--- src/rtl/count_seq_monitor.sv ---
// Sequence checker for the 3-bit binary/Gray counter: predicts each count from the
// previous sample, locks after LOCK_LEN good steps, flags violations and wraps.
module count_seq_monitor #(
   parameter int LOCK_LEN = 4,
   parameter int STAT_W   = 8
) (
   input  logic              clk,
   input  logic              reset,
   input  logic              mode,
   input  logic              cnt_reset,
   input  logic [2:0]        count,
   input  logic              clear,
   output logic [2:0]        value,
   output logic              locked,
   output logic              err,
   output logic              wrap,
   output logic [STAT_W-1:0] err_cnt,
   output logic [STAT_W-1:0] wrap_cnt,
   output logic              dbg_state,
   output logic [3:0]        dbg_run
);

   localparam logic [3:0] LOCK_LEN_L = 4'(LOCK_LEN);

   typedef enum logic {ACQ = 1'b0, LOCKED = 1'b1} state_t;

   state_t     state, state_nxt;
   logic [3:0] run, run_nxt;

   logic [2:0] p_count;
   logic       p_mode;
   logic       p_rst;
   logic       have_prev;

   logic [2:0] expected;
   logic [2:0] cur_bin;
   logic [2:0] prev_bin;
   logic       match;
   logic       mismatch;
   logic       wrap_hit;
   logic       err_nxt;
   logic       wrap_nxt;

   function automatic logic [2:0] gray2bin(input logic [2:0] g);
      return {g[2], g[2] ^ g[1], g[2] ^ g[1] ^ g[0]};
   endfunction

   function automatic logic [2:0] bin2gray(input logic [2:0] b);
      return b ^ {1'b0, b[2:1]};
   endfunction

   // Prediction uses the mode sampled alongside the previous count, as the counter does.
   always_comb begin
      expected = 3'd0;
      if (p_rst)
         expected = 3'd0;
      else if (!p_mode)
         expected = p_count + 3'd1;
      else
         expected = bin2gray(gray2bin(p_count) + 3'd1);
   end

   always_comb begin
      cur_bin  = mode ? gray2bin(count) : count;
      prev_bin = p_mode ? gray2bin(p_count) : p_count;
      match    = have_prev && (count == expected);
      mismatch = have_prev && (count != expected);
      wrap_hit = match && !p_rst && (prev_bin == 3'd7) && (cur_bin == 3'd0);
   end

   always_ff @(posedge clk or negedge reset) begin
      if (!reset) begin
         state <= ACQ;
         run   <= 4'd0;
      end else begin
         state <= state_nxt;
         run   <= run_nxt;
      end
   end

   always_comb begin
      state_nxt = state;
      run_nxt   = run;
      case (state)
         ACQ: begin
            if (match) begin
               if (run + 4'd1 == LOCK_LEN_L) begin
                  state_nxt = LOCKED;
                  run_nxt   = 4'd0;
               end else begin
                  run_nxt = run + 4'd1;
               end
            end else if (mismatch) begin
               run_nxt = 4'd0;
            end
         end
         LOCKED: begin
            if (mismatch) begin
               state_nxt = ACQ;
               run_nxt   = 4'd0;
            end
         end
         default: begin
            state_nxt = ACQ;
            run_nxt   = 4'd0;
         end
      endcase
   end

   always_comb begin
      err_nxt  = (state == LOCKED) && mismatch;
      wrap_nxt = wrap_hit;
   end

   always_ff @(posedge clk or negedge reset) begin
      if (!reset) begin
         value     <= 3'd0;
         locked    <= 1'b0;
         err       <= 1'b0;
         wrap      <= 1'b0;
         p_count   <= 3'd0;
         p_mode    <= 1'b0;
         p_rst     <= 1'b0;
         have_prev <= 1'b0;
      end else begin
         value     <= cur_bin;
         locked    <= (state_nxt == LOCKED);
         err       <= err_nxt;
         wrap      <= wrap_nxt;
         p_count   <= count;
         p_mode    <= mode;
         p_rst     <= cnt_reset;
         have_prev <= 1'b1;
      end
   end

   // Saturating statistics; clear takes priority over a same-edge increment.
   always_ff @(posedge clk or negedge reset) begin
      if (!reset) begin
         err_cnt  <= '0;
         wrap_cnt <= '0;
      end else if (clear) begin
         err_cnt  <= '0;
         wrap_cnt <= '0;
      end else begin
         if (err_nxt && !(&err_cnt))
            err_cnt <= err_cnt + STAT_W'(1);
         if (wrap_nxt && !(&wrap_cnt))
            wrap_cnt <= wrap_cnt + STAT_W'(1);
      end
   end

   assign dbg_state = state;
   assign dbg_run   = run;

endmodule

--- config.mk ---
export PLATFORM = sky130hd
export DESIGN_NAME = count_seq_monitor
export DESIGN_NICKNAME = d
export VERILOG_FILES = /design/src/rtl/count_seq_monitor.sv
export SDC_FILE = /design/constraint.sdc
export NUM_CORES = 1
export LEC_CHECK = 0
export ABC_AREA = 1
export BUFFER_PORTS_ARGS = -buffer_cell sky130_fd_sc_hd__buf_2
export CORE_ASPECT_RATIO = 1.4
export CORE_MARGIN = 8
export CORE_UTILIZATION = 30
export CTS_CLUSTER_SIZE = 12
export DETAILED_ROUTE_END_ITERATION = 8
export SYNTH_ARGS = -nofsm -noshare
export SYNTH_HDL_FRONTEND = slang
export SYNTH_SLANG_ARGS = --single-unit
--- constraint.sdc ---
create_clock -name clk -period 2.02 [get_ports clk]
set_clock_uncertainty 0.05 [all_clocks]
set_input_delay 0.202 -clock clk [delete_from_list [all_inputs] [get_ports clk]]
set_output_delay 0.202 -clock clk [all_outputs]
set_load 0.1 [all_outputs]
==> results.md, run 1 <==
- Cells after Synth: roughly 210
- Min cycle time layout: 1.81 ns
- Critical R2R Launch: p_count[0]
- Sequential-to-total area share from yosys stat: a little over two fifths
- PortBufs: 34
- Power per cell area: approximately 690 nW/um2
- GRT overflow: 0
- Max_cap viols: 0
- CTS buffer count: 5
- First-pass GRT wire length: between 7000 and 8000 um
- Count leader, synth: nand2_1
- First-pass detailed-route iteration total: 6
- Residual DRC: 0
- Total Routing Usage GR: a little over a tenth
- Initial Util: between 30% and 40%
- Clk_lat worst skew: ~0.28 ns
- Crit path launch: p_count[0]
- Number of global-route vias before repair: approximately 1600
- HPWL after DPL: between 3000 and 4000 um
- CP Capture Type: flop
- Die Span Y: 108 um
- ANT nets after route: 0
- Crit start category: flop
- Worst EP required: ~2.1 ns
- Cell variety after synth: 27
- Final Hold Viols: 0
- DR WL/cell: approximately 13 um
- Met1 usage: a little over a tenth
- RSZ-0062 raised after global routing: no
- Most used cell along the critical path: nand2_1
- HP Start: count[2]
- Critical path type: flop to flop
- Max-slew violation count: 0
- Cell Area, Synth: between 1500 and 2000 um2
- Syn Area/Cell: 8.43 um2
- Max Freq: around 550 MHz
- Most instantiated cells after synthesis: nand2_1 (52), nand3_1 (34), dfrtp_1 (31)
- Status: finished, final reports clean
- Post-route setup slack: 0.213 ns
- Core Region: ~5800 um2
- Root buffer cell: clkbuf_8
- Static Leak: between 1 and 1.5 nW
- Fin Hold WS: 0.0249 ns
- Final Cell Area: 2170 um2
- Routed via count: about 1600
- Vias/cell: about 4.8
- Layout area overhead: 21.0%
- Busiest grt layer: met2
- Reg clk slew, reported paths: 0.07 ns
- Clock tree buffer depth: 2
- Total negative slack: 0 ns
- Endpoints failing setup: 0
- CTS tree: done
- Crit path DAT: 1.93 ns
- Post-synth top area cell: dfrtp_1
- Largest net degree at the start of global routing: 32
- Worst relative slew slack: between 50% and 60%
- M2 GR Usage: approximately 18%
- Chip width: about 81 um
- DIE AREA: between 8000 and 9000 um2
- HP Class: primary input to flop
- Top cell type's share of synthesized area: 43.2%
- Cell area after placement: between 2000 and 2500 um2
- # nets final: roughly 270
- Slowest-stage cell, CP: dfrtp_1
- Post-CTS setup buffers: 0
- GRT met3 Usage: between 3 and 4%
- Worst-Margin Slew: around 0.7 ns
- Layout cells sized above 1: about 29%
- Final wirelength: 4150 um
- H-tree levels: 2
- Syn nets: 226
- Synthesized flop and latch total: 31
- Std-Cell Rows: 33
- Clk sinks: 31
- Maximum VDD drop: 0.000224 V
- Final worst-path cycle share: 89.4%
- Antenna Cells: 0
- Cell breakdown of the critical path: ha_1, nor2_1, nor2_2, nand2_1, nand2_1, nand2_2, nand3_4, nor2_4, nand3_4, nand3_1, nand2_1
- Post-synth EDFFs: 0
- Ys async rst share: between 90% and 100%
- Antenna violations before repair: 0
- Synth area leaders: dfrtp_1 (43%), nand2_1 (11%), nand3_1 (9.5%)
- Slowest cell delay on critical path: ~0.42 ns
- DP Worst Slack: a little over 0.2 ns
- RePlAce Congestion: 0.839
- Predominant post-synthesis flop cell: dfrtp_1
- Worst-path fanout max: 8
- DR iter-0 viols: between 50 and 60
- # IOs: 35
- Yosys warns: 0
==> path summary, 6_finish.rpt <==
kind                          endpoint  slack, ns  depth (start not counted)
hold / removal              p_count[2]       0.02                          1
setup reg to reg           wrap_cnt[1]       0.21                         11
hold reg to reg             dbg_run[3]       0.51                          2
setup / recovery           wrap_cnt[1]       0.21                         11
min in group asynchronous     value[1]       0.45                          2
max in group asynchronous   err_cnt[4]       0.97                          2
==> cell families after synthesis <==
family	after synthesis	synth area share (%)
AO/OA/AOI/OAI	5	1.53
buffers and inverters	25	5.64
flip-flops	31	43.2
adder cells (fa/ha/maj)	5	3.48
XOR/XNOR	14	6.83
other	1	0.209
AND/OR/NAND/NOR	132	39.1
==> state kept, by name, indices dropped and copies added, names as in the netlist, 2 cells and up <==
| name | cells |
|---|---|
| wrap_cnt | 8 |
| err_cnt | 8 |
| dbg_run | 4 |
| value | 2 |
| p_count | 3 |
==> per-stage QoR <==
stage | power (W) | instances | util (%)
2_1_floorplan | 0.000922 | 213 | -
3_5_place_dp | 0.000991 | 314 | 35.2
5_1_grt | 0.00157 | 325 | 37.3
3_3_place_gp | 0.000988 | 314 | 35.2
6_report | 0.00149 | 325 | 37.3
4_1_cts | 0.00151 | 325 | 37.3
==> layout make-up <==
type | instances | area [um2]
Multi-Input combinational cell | 157 | 918
Clock buffer | 7 | 86.3
Fill cell | 613 | 3650
Tap cell | 70 | 87.6
Clock inverter | 1 | 5.00
Sequential cell | 31 | 788
Inverter | 21 | 78.8
Timing Repair Buffer | 38 | 208
==> critical path, delay by kind of cell, from the launching register on <==
kind | cells | cell delay (ns)
adder cells (fa/ha/maj) | 1 | 0.30
AND/OR/NAND/NOR | 10 | 0.94
flip-flops | 1 | 0.42
==> where the power goes <==
group | internal (W) | total, W | switching [W]
clock network | 0.000275 | 0.000511 | 0.000236
registers | 0.000645 | 0.000679 | 0.0000340
logic | 0.0000609 | 0.000303 | 0.000242
==> cells in the final DEF (no fill, tap or decap), types with 2 or more instances in the layout <==
cell           Yosys  layout
inv_2              3       3
nand2_4            2       2
nor2_2             2       2
buf_2              0      34
nand3_4            2       2
nand2_2            6       6
nand3_1           34      34
nand4_4            2       2
nand4_1           12      12
inv_1             17      17
dfrtp_2            0      10
dlygate4sd3_1      0       3
dfrtp_1           31      21
nand2_1           52      52
xor2_1            14      14
nor2_1            13      13
ha_1               5       5
o21ai_0            2       2
nor2_4             3       3
clkbuf_8           0       6
==> metal layers <==
metal | wire [um] | up-vias
li1 | - | 779
met1 | 1680 | 735
met2 | 2060 | 36
met3 | 273 | 12
met4 | 138 | 0
met5 | 0 | -
==> repair_timing <==
item / CTS / global route
hold buffers: 3 / 0
gates resized for setup: 0 / 0
hold endpoints to repair: 33 / 0
No activity file was read; power rests on OpenSTA's default activity.
==> inputs of run 2 (changes only) <==
==> constraint.sdc (replaced) <==
create_clock -name clk -period 1.5 [get_ports clk]
set_clock_uncertainty 0.05 [all_clocks]
set_input_delay 0.15 -clock clk [delete_from_list [all_inputs] [get_ports clk]]
set_output_delay 0.15 -clock clk [all_outputs]
set_load 0.1 [all_outputs]
==> run 2 against run 1 <==
Effect of this change:
- the flow now finishes with violations (setup timing)
- maximum frequency shrank 0.17%
- wire length grew 7.8%
- final cell count grew 6.8%
- combinational power grew 63%
- non-clock buffer count grew 21
- design area grew 19%
- sequential cell count is the same
- largest cell class unchanged
- power grew 43%
- register-to-register slack lost 0.52 ns
==> results.md, run 2 (synthesized netlist as in run 1, its figures left out) <==
- Busiest grt layer: met2
- Number of global-route vias before repair: 1653 (+1.2%)
- # nets final: 289 (+8.2%)
- Hold Path Stages: 3 (+2)
- Residual DRC: 0 (unchanged)
- First-pass detailed-route iteration total: 4 (-2)
- ANT nets after route: 0 (unchanged)
- Critical path type: flop to flop
- Clk sinks: 31 (unchanged)
- HPWL after DPL: 3160 um (+0.94%)
- DP Worst Slack: -0.267 ns (-0.468 ns)
- PortBufs: 34 (unchanged)
- Maximum VDD drop: 0.000506 V (+130%)
- PnR Total Power: 0.00214 W (+43%)
- Crit path launch: p_count[1]
- Final Hold Viols: 0 (unchanged)
- Final wirelength: 4470 um (+7.8%)
- Crit path to: wrap_cnt[0]
- DIE AREA: 8750 um2 (unchanged)
- First-pass GRT wire length: 7570 um (+4.6%)
- RePlAce Congestion: 0.838 (-0.13%)
- Endpoints failing setup: 23 (+23)
- DR WL/cell: 12.9 um (+0.98%)
- Antenna violations before repair: 0 (unchanged)
- Cells after DPL: 327 (+4.1%)
- Crit start category: flop
- Root buffer cell: clkbuf_8
- Routed via count: 1662 (+6.4%)
- Crit path DAT: 1.92 ns (about the same)
- CTS buffer count: 5 (unchanged)
- Min cycle time layout: 1.81 ns (+0.00300 ns)
- Layout cells sized above 1: 46.2% (+18 points)
- Post-route setup slack: -0.310 ns (-0.523 ns)
- GRT met3 Usage: 3.51% (+0.33 points)
- Die Span Y: 108 um (unchanged)
- CTS tree: done
- Reg-to-Reg End: wrap_cnt[0]
- Fin Hold WS: 0.160 ns (+0.135 ns)
- GRT overflow: 0 (unchanged)
- Std-Cell Rows: 33 (unchanged)
- Commonest non-fill, non-tap cells in the layout: nand2_1 (49), buf_2 (33), nand3_1 (21)
- Total Routing Usage GR: 10.7% (+0.22 points)
- Commonest non-fill, non-tap cell in the layout: nand2_1
- Chip width: 81.4 um (unchanged)
- Status: finished, violations left
- Initial Util: 30.8% (unchanged)
- Power per cell area: 825 nW/um2 (+20%)
- # IOs: 35 (unchanged)
- Static Leak: 1.27 nW (+8.6%)
- Max_cap viols: 0 (unchanged)
- Max-slew violation count: 0 (unchanged)
- Vias/cell: 4.79 (-0.34%)
- Antenna Cells: 0 (unchanged)
- Violated checks: setup timing
- H-tree levels: 2 (unchanged)
- Reg clk slew, reported paths: 0.06 ns (about the same)
- Core Region: 5820 um2 (unchanged)
- Layout area overhead: 44.3%
- HP Start: count[0]
- Met1 usage: 11.8% (+0.96 points)
- Worst-path fanout max: 8 (unchanged)
- Worst-case reg-to-reg path depth: 10 (-1)
- Final worst-path cycle share: 121% (+31 points)
- R2R Setup Slk: -0.31 ns (-0.52 ns)
- Largest net degree at the start of global routing: 32 (unchanged)
- Clock tree buffer depth: 2 (unchanged)
- Worst EP required: 1.61 ns (-0.53 ns)
- Critical R2R Launch: p_count[1]
- Max Freq: 553 MHz (-0.17%)
- CP Capture Type: flop
- DR iter-0 viols: 75 (+47%)
- M2 GR Usage: 18.7% (+0.91 points)
- Clk_lat worst skew: 0.27 ns (about the same)
- Post-route insts no fill: 347 (+6.8%)
- RSZ-0062 raised after global routing: yes
- HP Class: primary input to flop
## run 2: changes by cell type in the layout (fill, tap and decap cells not counted), sizes merged
cell,change
buf,+18
clkbuf,+1
clkinv,-1
dlygate4sd3,+3
nor2,+1
## run 2: area by class of cell
class,count,area (um2)
Tap cell,70,87.6
Fill cell,564,3230
Multi-Input combinational cell,158,1100
Inverter,21,78.8
Clock buffer,8,100
Timing Repair Buffer,59,399
Sequential cell,31,825
## run 2: worst min path at each step
stage	endpoint	slack, ns
2_1_floorplan	dbg_run[3]	-0.20
3_3_place_gp	wrap_cnt[7]	0.15
3_5_place_dp	wrap_cnt[0]	0.15
4_1_cts	value[0]	0.15
5_1_grt	value[0]	0.18
6_report	value[0]	0.16
## run 2: layer usage
metal  routed length, um  share of wire [%]
met5                   0                  0
met4                  34               0.76
met3                 247                5.5
met2                2430                 54
met1                1760                 39
## run 2: repair_timing
action	in CTS	in global routing
pin swaps	3	8
buffers inserted	1	4
resized for setup	4	22
hold buffers	6	0
cloned	1	0
setup endpoints to repair	23	23
hold endpoints to repair	36	0
## run 2: worst max-delay path, stage by stage, from the launching register on
cell and delay [ns]:
dfrtp_1 0.42, ha_4 0.30, nor2_4 0.03, nor2_2 0.11, nand3_1 0.10, nand2_2 0.13, nand3_4 0.12, nor2_4 0.14
nand3_4 0.15, nand3_1 0.10, nand2_1 0.06
## run 2: power by group
group	leakage, nW	switching, W	internal [W]
registers	0.376	0.0000434	0.000881
logic	0.845	0.000360	0.000134
clock network	0.0515	0.000301	0.000419
total	1.27	0.000703	0.00143
## run 2: stage by stage
step / TNS, ns / util, % / cell area [um2]
detailed placement: -4.86 / 39.0 / 2270
global route: -8.86 / 44.5 / 2590
CTS: -5.19 / 42.3 / 2460
floorplan: -3.36 / - / 1910
global placement: -4.35 / 39.0 / 2270
finish: -6.26 / 44.5 / 2590
